## src/rtl/imem_loader_pkg.sv

```systemverilog
// Shared definitions for the instruction-memory loader: default widths,
// the frame start marker and the loader state encoding.
package imem_loader_pkg;

  localparam int          ADDR_W_DEF    = 10;
  localparam int          INSTR_W_DEF   = 12;
  localparam logic [7:0]  SYNC_BYTE_DEF = 8'hA5;
  localparam int          OPC_W         = 4;
  localparam int          OPR_W         = 8;

  typedef enum logic [3:0] {
    ST_IDLE   = 4'd0,
    ST_LEN_HI = 4'd1,
    ST_LEN_LO = 4'd2,
    ST_W_HI   = 4'd3,
    ST_W_LO   = 4'd4,
    ST_WRITE  = 4'd5,
    ST_CHK    = 4'd6,
    ST_DONE   = 4'd7,
    ST_ERR    = 4'd8
  } state_t;

endpackage

```

## src/rtl/imem_loader.sv

```systemverilog
// Framed byte-stream loader: packs byte pairs into instructions, writes them to
// imem from address 0 and releases the CPU only after a good checksum.
//
// state  | meaning
// IDLE   | hunting for SYNC_BYTE, other bytes dropped
// LEN_HI | expecting upper length bits
// LEN_LO | expecting lower length byte
// W_HI   | expecting opcode nibble byte
// W_LO   | expecting operand byte
// WRITE  | one-cycle imem write strobe, no byte accepted
// CHK    | expecting checksum byte
// DONE   | frame loaded, CPU released
// ERR    | frame rejected, CPU held
module imem_loader
  import imem_loader_pkg::*;
#(
  parameter int         ADDR_W    = ADDR_W_DEF,
  parameter int         INSTR_W   = INSTR_W_DEF,
  parameter logic [7:0] SYNC_BYTE = SYNC_BYTE_DEF
) (
  input  logic               clk,
  input  logic               reset_loader,
  input  logic               in_valid,
  input  logic [7:0]         in_data,
  output logic               in_ready,
  input  logic               load_req,
  output logic               imem_we,
  output logic [ADDR_W-1:0]  imem_addr,
  output logic [INSTR_W-1:0] imem_wdata,
  output logic               cpu_hold,
  output logic               done,
  output logic               error,
  output logic [ADDR_W:0]    word_count
);

  state_t              state, state_nx;
  logic                accept;
  logic [ADDR_W-9:0]   len_hi;
  logic [ADDR_W-1:0]   last_addr;
  logic [ADDR_W-1:0]   addr;
  logic [7:0]          sum;
  logic [OPC_W-1:0]    nib;
  logic [INSTR_W-1:0]  wdata;
  logic [ADDR_W:0]     wcount;

  assign accept = in_valid && in_ready;

  always_ff @(posedge clk or posedge reset_loader) begin
    if (reset_loader) state <= ST_IDLE;
    else              state <= state_nx;
  end

  always_comb begin
    state_nx = state;
    in_ready = 1'b0;
    imem_we  = 1'b0;
    unique case (state)
      ST_IDLE: begin
        in_ready = 1'b1;
        if (accept && in_data == SYNC_BYTE) state_nx = ST_LEN_HI;
      end
      ST_LEN_HI: begin
        in_ready = 1'b1;
        if (accept) state_nx = (in_data[7:ADDR_W-8] != '0) ? ST_ERR : ST_LEN_LO;
      end
      ST_LEN_LO: begin
        in_ready = 1'b1;
        if (accept) state_nx = ST_W_HI;
      end
      ST_W_HI: begin
        in_ready = 1'b1;
        if (accept) state_nx = (in_data[7:OPC_W] != '0) ? ST_ERR : ST_W_LO;
      end
      ST_W_LO: begin
        in_ready = 1'b1;
        if (accept) state_nx = ST_WRITE;
      end
      ST_WRITE: begin
        imem_we  = !load_req;
        state_nx = (addr == last_addr) ? ST_CHK : ST_W_HI;
      end
      ST_CHK: begin
        in_ready = 1'b1;
        if (accept) state_nx = (in_data == sum) ? ST_DONE : ST_ERR;
      end
      ST_DONE:  state_nx = ST_DONE;
      ST_ERR:   state_nx = ST_ERR;
      default:  state_nx = ST_ERR;
    endcase
    // load_req overrides everything, including a byte accepted this cycle
    if (load_req) state_nx = ST_IDLE;
  end

  always_ff @(posedge clk or posedge reset_loader) begin
    if (reset_loader) begin
      len_hi    <= '0;
      last_addr <= '0;
      addr      <= '0;
      sum       <= '0;
      nib       <= '0;
      wdata     <= '0;
      wcount    <= '0;
    end else if (load_req) begin
      wcount <= '0;
    end else begin
      unique case (state)
        ST_LEN_HI: if (accept) len_hi <= in_data[ADDR_W-9:0];
        ST_LEN_LO: if (accept) begin
          last_addr <= {len_hi, in_data};
          addr      <= '0;
          sum       <= '0;
          wcount    <= '0;
        end
        ST_W_HI: if (accept) begin
          nib <= in_data[OPC_W-1:0];
          sum <= sum + in_data;
        end
        ST_W_LO: if (accept) begin
          wdata <= {nib, in_data};
          sum   <= sum + in_data;
        end
        // address holds on the last word so it never wraps past 3FF
        ST_WRITE: begin
          wcount <= wcount + (ADDR_W+1)'(1);
          if (addr != last_addr) addr <= addr + ADDR_W'(1);
        end
        default: ;
      endcase
    end
  end

  assign imem_addr  = addr;
  assign imem_wdata = wdata;
  assign word_count = wcount;
  assign done       = (state == ST_DONE);
  assign error      = (state == ST_ERR);
  assign cpu_hold   = (state != ST_DONE);

endmodule

```

## config.mk

```make
export PLATFORM = sky130hd
export DESIGN_NAME = imem_loader
export DESIGN_NICKNAME = d
export VERILOG_FILES = /design/src/rtl/imem_loader_pkg.sv /design/src/rtl/imem_loader.sv
export SDC_FILE = /design/constraint.sdc
export NUM_CORES = 1
export LEC_CHECK = 0
export CAP_MARGIN = 20
export CELL_PAD_IN_SITES_DETAIL_PLACEMENT = 2
export CELL_PAD_IN_SITES_GLOBAL_PLACEMENT = 2
export CORE_UTILIZATION = 36
export DETAILED_ROUTE_END_ITERATION = 8
export PLACE_DENSITY_LB_ADDON = 0.05
export SLEW_MARGIN = 20
export SYNTH_ARGS = -nofsm -noshare
export SYNTH_HDL_FRONTEND = slang
export SYNTH_SLANG_ARGS = --single-unit
```

## constraint.sdc

```tcl
create_clock -name clk -period 5.78 [get_ports clk]
set_clock_uncertainty 0.05 [all_clocks]
set_input_delay 0.867 -clock clk [delete_from_list [all_inputs] [get_ports clk]]
set_output_delay 0.867 -clock clk [all_outputs]
set_load 0.02 [all_outputs]
```

# Word-level counts from Yosys, hierarchy flattened
# Cells that the tools add are included.
# totals
regBits	61
inputBits	12
output_inout_bits	38
elab_cells	76
# op_classes
addsub	3
n_eq_ne	22
muxes	23
n_bitwise	1
n_reduce_logical	19
# ops
op	count
two-way mux 4 bit	10
case mux 4 bit (8 select lines)	1
two-way mux 11 bit	2
case mux 11 bit (2 select lines)	1
two-way mux 10 bit	2
case mux 10 bit (2 select lines)	1
inequality test 3 bit (second input constant)	6
== test 4 x 3 -> 1 bit (second input constant)	4
two-way mux 8 bit	2
case mux 8 bit (2 select lines)	1
AND reduction 3 bit	4
adder 11 x 1 -> 11 bit (second input constant)	1
adder 10 x 1 -> 10 bit (second input constant)	1
== test 10 bit	1
inequality test 10 bit	1
adder 8 bit	1
== test 4 x 2 -> 1 bit (second input constant)	2
== test 8 bit	1
== test 8 bit (second input constant)	1
AND reduction 4 bit	2
AND reduction 6 bit	1
nonzero test 6 bit	1
OR reduction 6 bit	1
== test 4 x 1 -> 1 bit (second input constant)	1
other kinds (15)	19

# Depth between registers and ports, before layout
# depth
word_depth	8
ltp_mapped	8
mapped_depth_nobuf	8

# Worst setup path after synthesis
# Ideal clock, no wire load.
# synth_path
path_kind	input-to-reg
startpoint	in in_data[3]
endpoint	reg state[0]
setup_time_ns	0.077
t_arrival_ns	2.193
t_required_ns	5.653
slack_ns	3.460
path_stages	6
path_buffers	0
cell_sequence	ha_1 -> nor4_1 -> nand3_1 -> a311o_1 -> a2bb2oi_1 -> a21oi_1
# synth_via
elab_chain_cells	5
elab_cells_between_ends	9
cone_classes	3 x eq/ne; 4 x mux; 2 x reduce/logical
# synth_rtl
item	line	source
from (decl)	imem_loader.sv:24	input logic [7:0] in_data,
== test 8 bit	imem_loader.sv:84	if (accept) state_nx = (in_data == sum) ? ST_DONE : ST_ERR;
two-way mux 4 bit (2 in a row)	imem_loader.sv:84	
case mux 4 bit (8 select lines)	imem_loader.sv:57	unique case (state)
two-way mux 4 bit	imem_loader.sv:91	if (load_req) state_nx = ST_IDLE;
to (signal assigned)	imem_loader.sv:50	else state <= state_nx;
to (decl)	imem_loader.sv:36	state_t state, state_nx;
# Parallel ways exist; a longest one is shown, timed or not. The select of a mux whose other input is x is not followed.
# A chain may end at the register's enable or synchronous reset.

# Worst setup path in the final report
# layout_path
startpoint	in load_req
endpoint	out imem_we
# layout_via
elab_chain_cells	2
# layout_rtl
item	line	source
from (decl)	imem_loader.sv:26	input logic load_req,
zero test 1 bit	imem_loader.sv:79	imem_we = !load_req;
two-way mux 1 bit	imem_loader.sv:57	
to (decl)	imem_loader.sv:27	output logic imem_we,
# No other way between the ends.

==> impl_metrics.yaml <==
synth:
  yosysWarnings: 0
  synth_fp_nets: 372
  synth-main-ff-cell: "dfrtp_1"
  netlist_instances: 350
  seq_area_frac_synth_pct: 45.9
  synth_area_um2: 3320
  avgSynthCellArea_um2: 9.50
  synth_top_area_cell: "dfrtp_1"
  synth_edf_count: 0
  synth.area.top_cells: "dfrtp_1 (46%), nand2_1 (6.2%), mux2_2 (5.1%)"
  synth_top_area_share_pct: 45.9
  post_synth_num_cell_types: 61
  async_flop_share_pct: 100
  ys_ff_latch: 61
placed_design:
  hpwl_mm: 6.64
  port_buffers: 49
  gpl.final_weighted_congestion: 0.822
  pre_cts_ws_ns: 2.20
clock_tree:
  clock-sinks: 61
  cts_tree: "built"
  clkTransAtPathRegs_ns: 0.08
  ctsHoldBuffers: 0
  root_buffer: "clkbuf_8"
  cts.path.max_buffers: 2
  cts_resized: 0
  clkLatencyLatePin_ns: 0.35
  post-cts-setup-buffers: 0
  cts_inserted_buffers: 9
  htreeDepth: 3
sta:
  post-route-period-util_pct: 61.7
  slew_headroom_pct: 45.1
  finalSetupViolations: 0
  finalHoldViolCount: 0
  rsz0062_at_grt: "false"
  setup_slack_ns: 2.21
  finalSetupTns_ns: 0
  drv_slew: 0
  min_period_ns: 3.57
  fmax_mhz: 280
  worst_pin_slew_ns: 0.823
cells_and_area:
  n_fill_cell: 955
  nets: 422
  final_util_pct: 46.3
  drive_gt1_share_pct: 9.88
  area_growth_pct: 23.1
  insertedDiodeCount: 0
worst_setup_path:
  r2r_start: "state[0]"
  worstPathRequired_ns: 4.86
  reg2reg_depth: 5
  path_max_fanout: 15
  path_class: "in -> out"
  reg2reg_slack_ns: 3.36
  startpoint_type: "input pin"
  end_kind: "primary output"
  crit_arrival_ns: 2.65
  reg2reg_to: "imem_addr[9]"
power_and_ir_drop:
  switching_share_pct: 27.4
  power.internal_uw: 603
  vdd_drop_max_mv: 0.145
  power.leakage_uw: 0.00193
  power_frac_clock_pct: 43.8
  p_comb_share_pct: 4.7
  p_switching_uw: 228
  seqPwrFrac_pct: 51.5
  p_per_area_nw_per_um2: 203
outcome:
  outcome: "complete, but fails checks"
  violations: "DRC"
grt:
  overflow: 0
  grt_first_pass_wirelength_mm: 16.2
  grt_use_total_pct: 21.5
  antenna_found_initial: 0
  grt_max_degree: 62
  grt_pass1_vias: 3142
detailed_routing:
  wl_mm: 9.57
  route.detailed.drc: 3
  drt-initial-drc-count: 132
  drtPass1Iterations: 6
  routedWlPerCell_um: 18.6
  ant_nets: 0
  vias: 2827
  routed_via_density: 5.51
floorplanning:
  dieArea_um2: 9620
  io_pins: 50
  dieWidth_um: 98.1
  start_util_pct: 37.6
  core_um2: 8850
  rows: 34
  die_y_um: 98.1
job:
  drv_cap: 0
worst_hold_path:
  min_path_type: "reg -> reg"
  hp-start: "len_hi[1]"
  hold_end: "last_addr[9]"
  min_delay_path_depth: 2
## layer usage
| layer | track usage [%] | share of wire [%] | up-vias |
|---|---|---|---|
| li1 | - | - | 1342 |
| met1 | 28.0 | 47 | 1437 |
| met2 | 36.4 | 50 | 38 |
| met3 | 3.36 | 2.0 | 10 |
| met4 | 7.34 | 1.3 | 0 |
| met5 | 0 | 0 | - |
## kinds of logic after synthesis
group           count (synthesis)  synth area share, %
fa+ha+maj                      10                 3.99
simple gates                  132                 19.9
xor+xnor                       16                 4.22
compound gates                 79                 15.2
flops                          61                 45.9
buf+inv                        31                 3.95
mux                            21                 6.89
## state kept, by name (all words and copies together), names as in the netlist
| register | cells |
|---|---|
| imem_addr | 10 |
| imem_wdata | 12 |
| last_addr | 10 |
| len_hi | 2 |
| nib | 4 |
| state | 4 |
| sum | 8 |
| word_count | 11 |
## worst max-delay path: stages
cell	delay (ns)
clkdlybuf4s50_1	0.64
nand3b_4	0.30
clkinv_1	0.24
clkdlybuf4s50_1	0.60
## Yosys cell counts (all sizes together) (2+ instances only)
master / instances
xnor2: 3
a211oi: 4
nand4bb: 2
nor4: 4
o41ai: 3
nand3b: 2
a31o: 2
and2: 2
o21ai: 31
mux2i: 6
o31ai: 4
nand2: 55
nand3: 19
nor2b: 5
nor3: 5
a21oi: 12
nand2b: 4
ha: 9
and3: 2
buf: 8
xor2: 13
a31oi: 5
o211ai: 2
a21o: 2
nor2: 21
inv: 17
dfrtp: 61
mux2: 15
clkbuf: 5
## worst max path at each step
stage | from | end | slack, ns | depth (start not counted)
4_1_cts | load_req | imem_we | 2.21 | 4
2_1_floorplan | reset_loader | imem_addr[0] | 3.35 | 1
5_1_grt | load_req | imem_we | 2.08 | 4
3_5_place_dp | load_req | imem_we | 2.20 | 4
6_report | load_req | imem_we | 2.21 | 4
3_3_place_gp | load_req | imem_we | 2.27 | 4
## cell usage in the layout, fill, tap and decap left out, types with 2 or more instances in the layout
master / count
nor2b_1: 4
nor3_1: 5
nand4bb_1: 2
mux2i_1: 6
a31o_1: 2
clkdlybuf4s50_1: 49
o41ai_1: 3
inv_1: 16
nand2b_1: 4
nor2_1: 21
a31oi_1: 5
a211oi_1: 4
nand2_1: 55
xor2_1: 13
ha_1: 9
o211ai_1: 2
mux2_2: 15
o21ai_0: 30
a21o_1: 2
clkinv_4: 4
clkbuf_8: 9
nor4_1: 4
o31ai_1: 4
and3_1: 2
a21oi_1: 12
buf_4: 3
xnor2_1: 3
dfrtp_1: 61
nand3_1: 19
## area by class of cell
| cell class | instances | area, um^2 | area share, % |
|---|---|---|---|
| multi-input cells | 258 | 1670 | 40.7 |
| flip-flops and latches | 61 | 1530 | 37.3 |
| repair buffers | 52 | 513 | 12.5 |
| well taps | 108 | 135 | 3.30 |
| clock buffers | 9 | 124 | 3.03 |
| inverters | 18 | 67.6 | 1.65 |
| clock inverters | 7 | 60.1 | 1.47 |
## power by group through the flow
stage                     Combinational, uW  Sequential (uW)  Clock (uW)
after floorplan                        18.2              436           0
after CTS                              40.4              428         377
final                                  39.4              428         363
after global placement                 39.3              436           0
after detailed placement               40.3              436           0
after global routing                   43.7              428         394
## stage by stage
| step | hold slack (ns) | power (uW) | cells | area (um^2) |
|---|---|---|---|---|
| finish | 0.438 | 831 | 513 | 4090 |
| global route | 0.479 | 866 | 513 | 4090 |
| CTS | 0.444 | 846 | 513 | 4090 |
| detailed placement | 0.416 | 477 | 497 | 3910 |
| global placement | 0.404 | 476 | 497 | 3910 |
| floorplan | 0.383 | 454 | 350 | 3320 |
No activity file was read; power rests on OpenSTA's default activity.
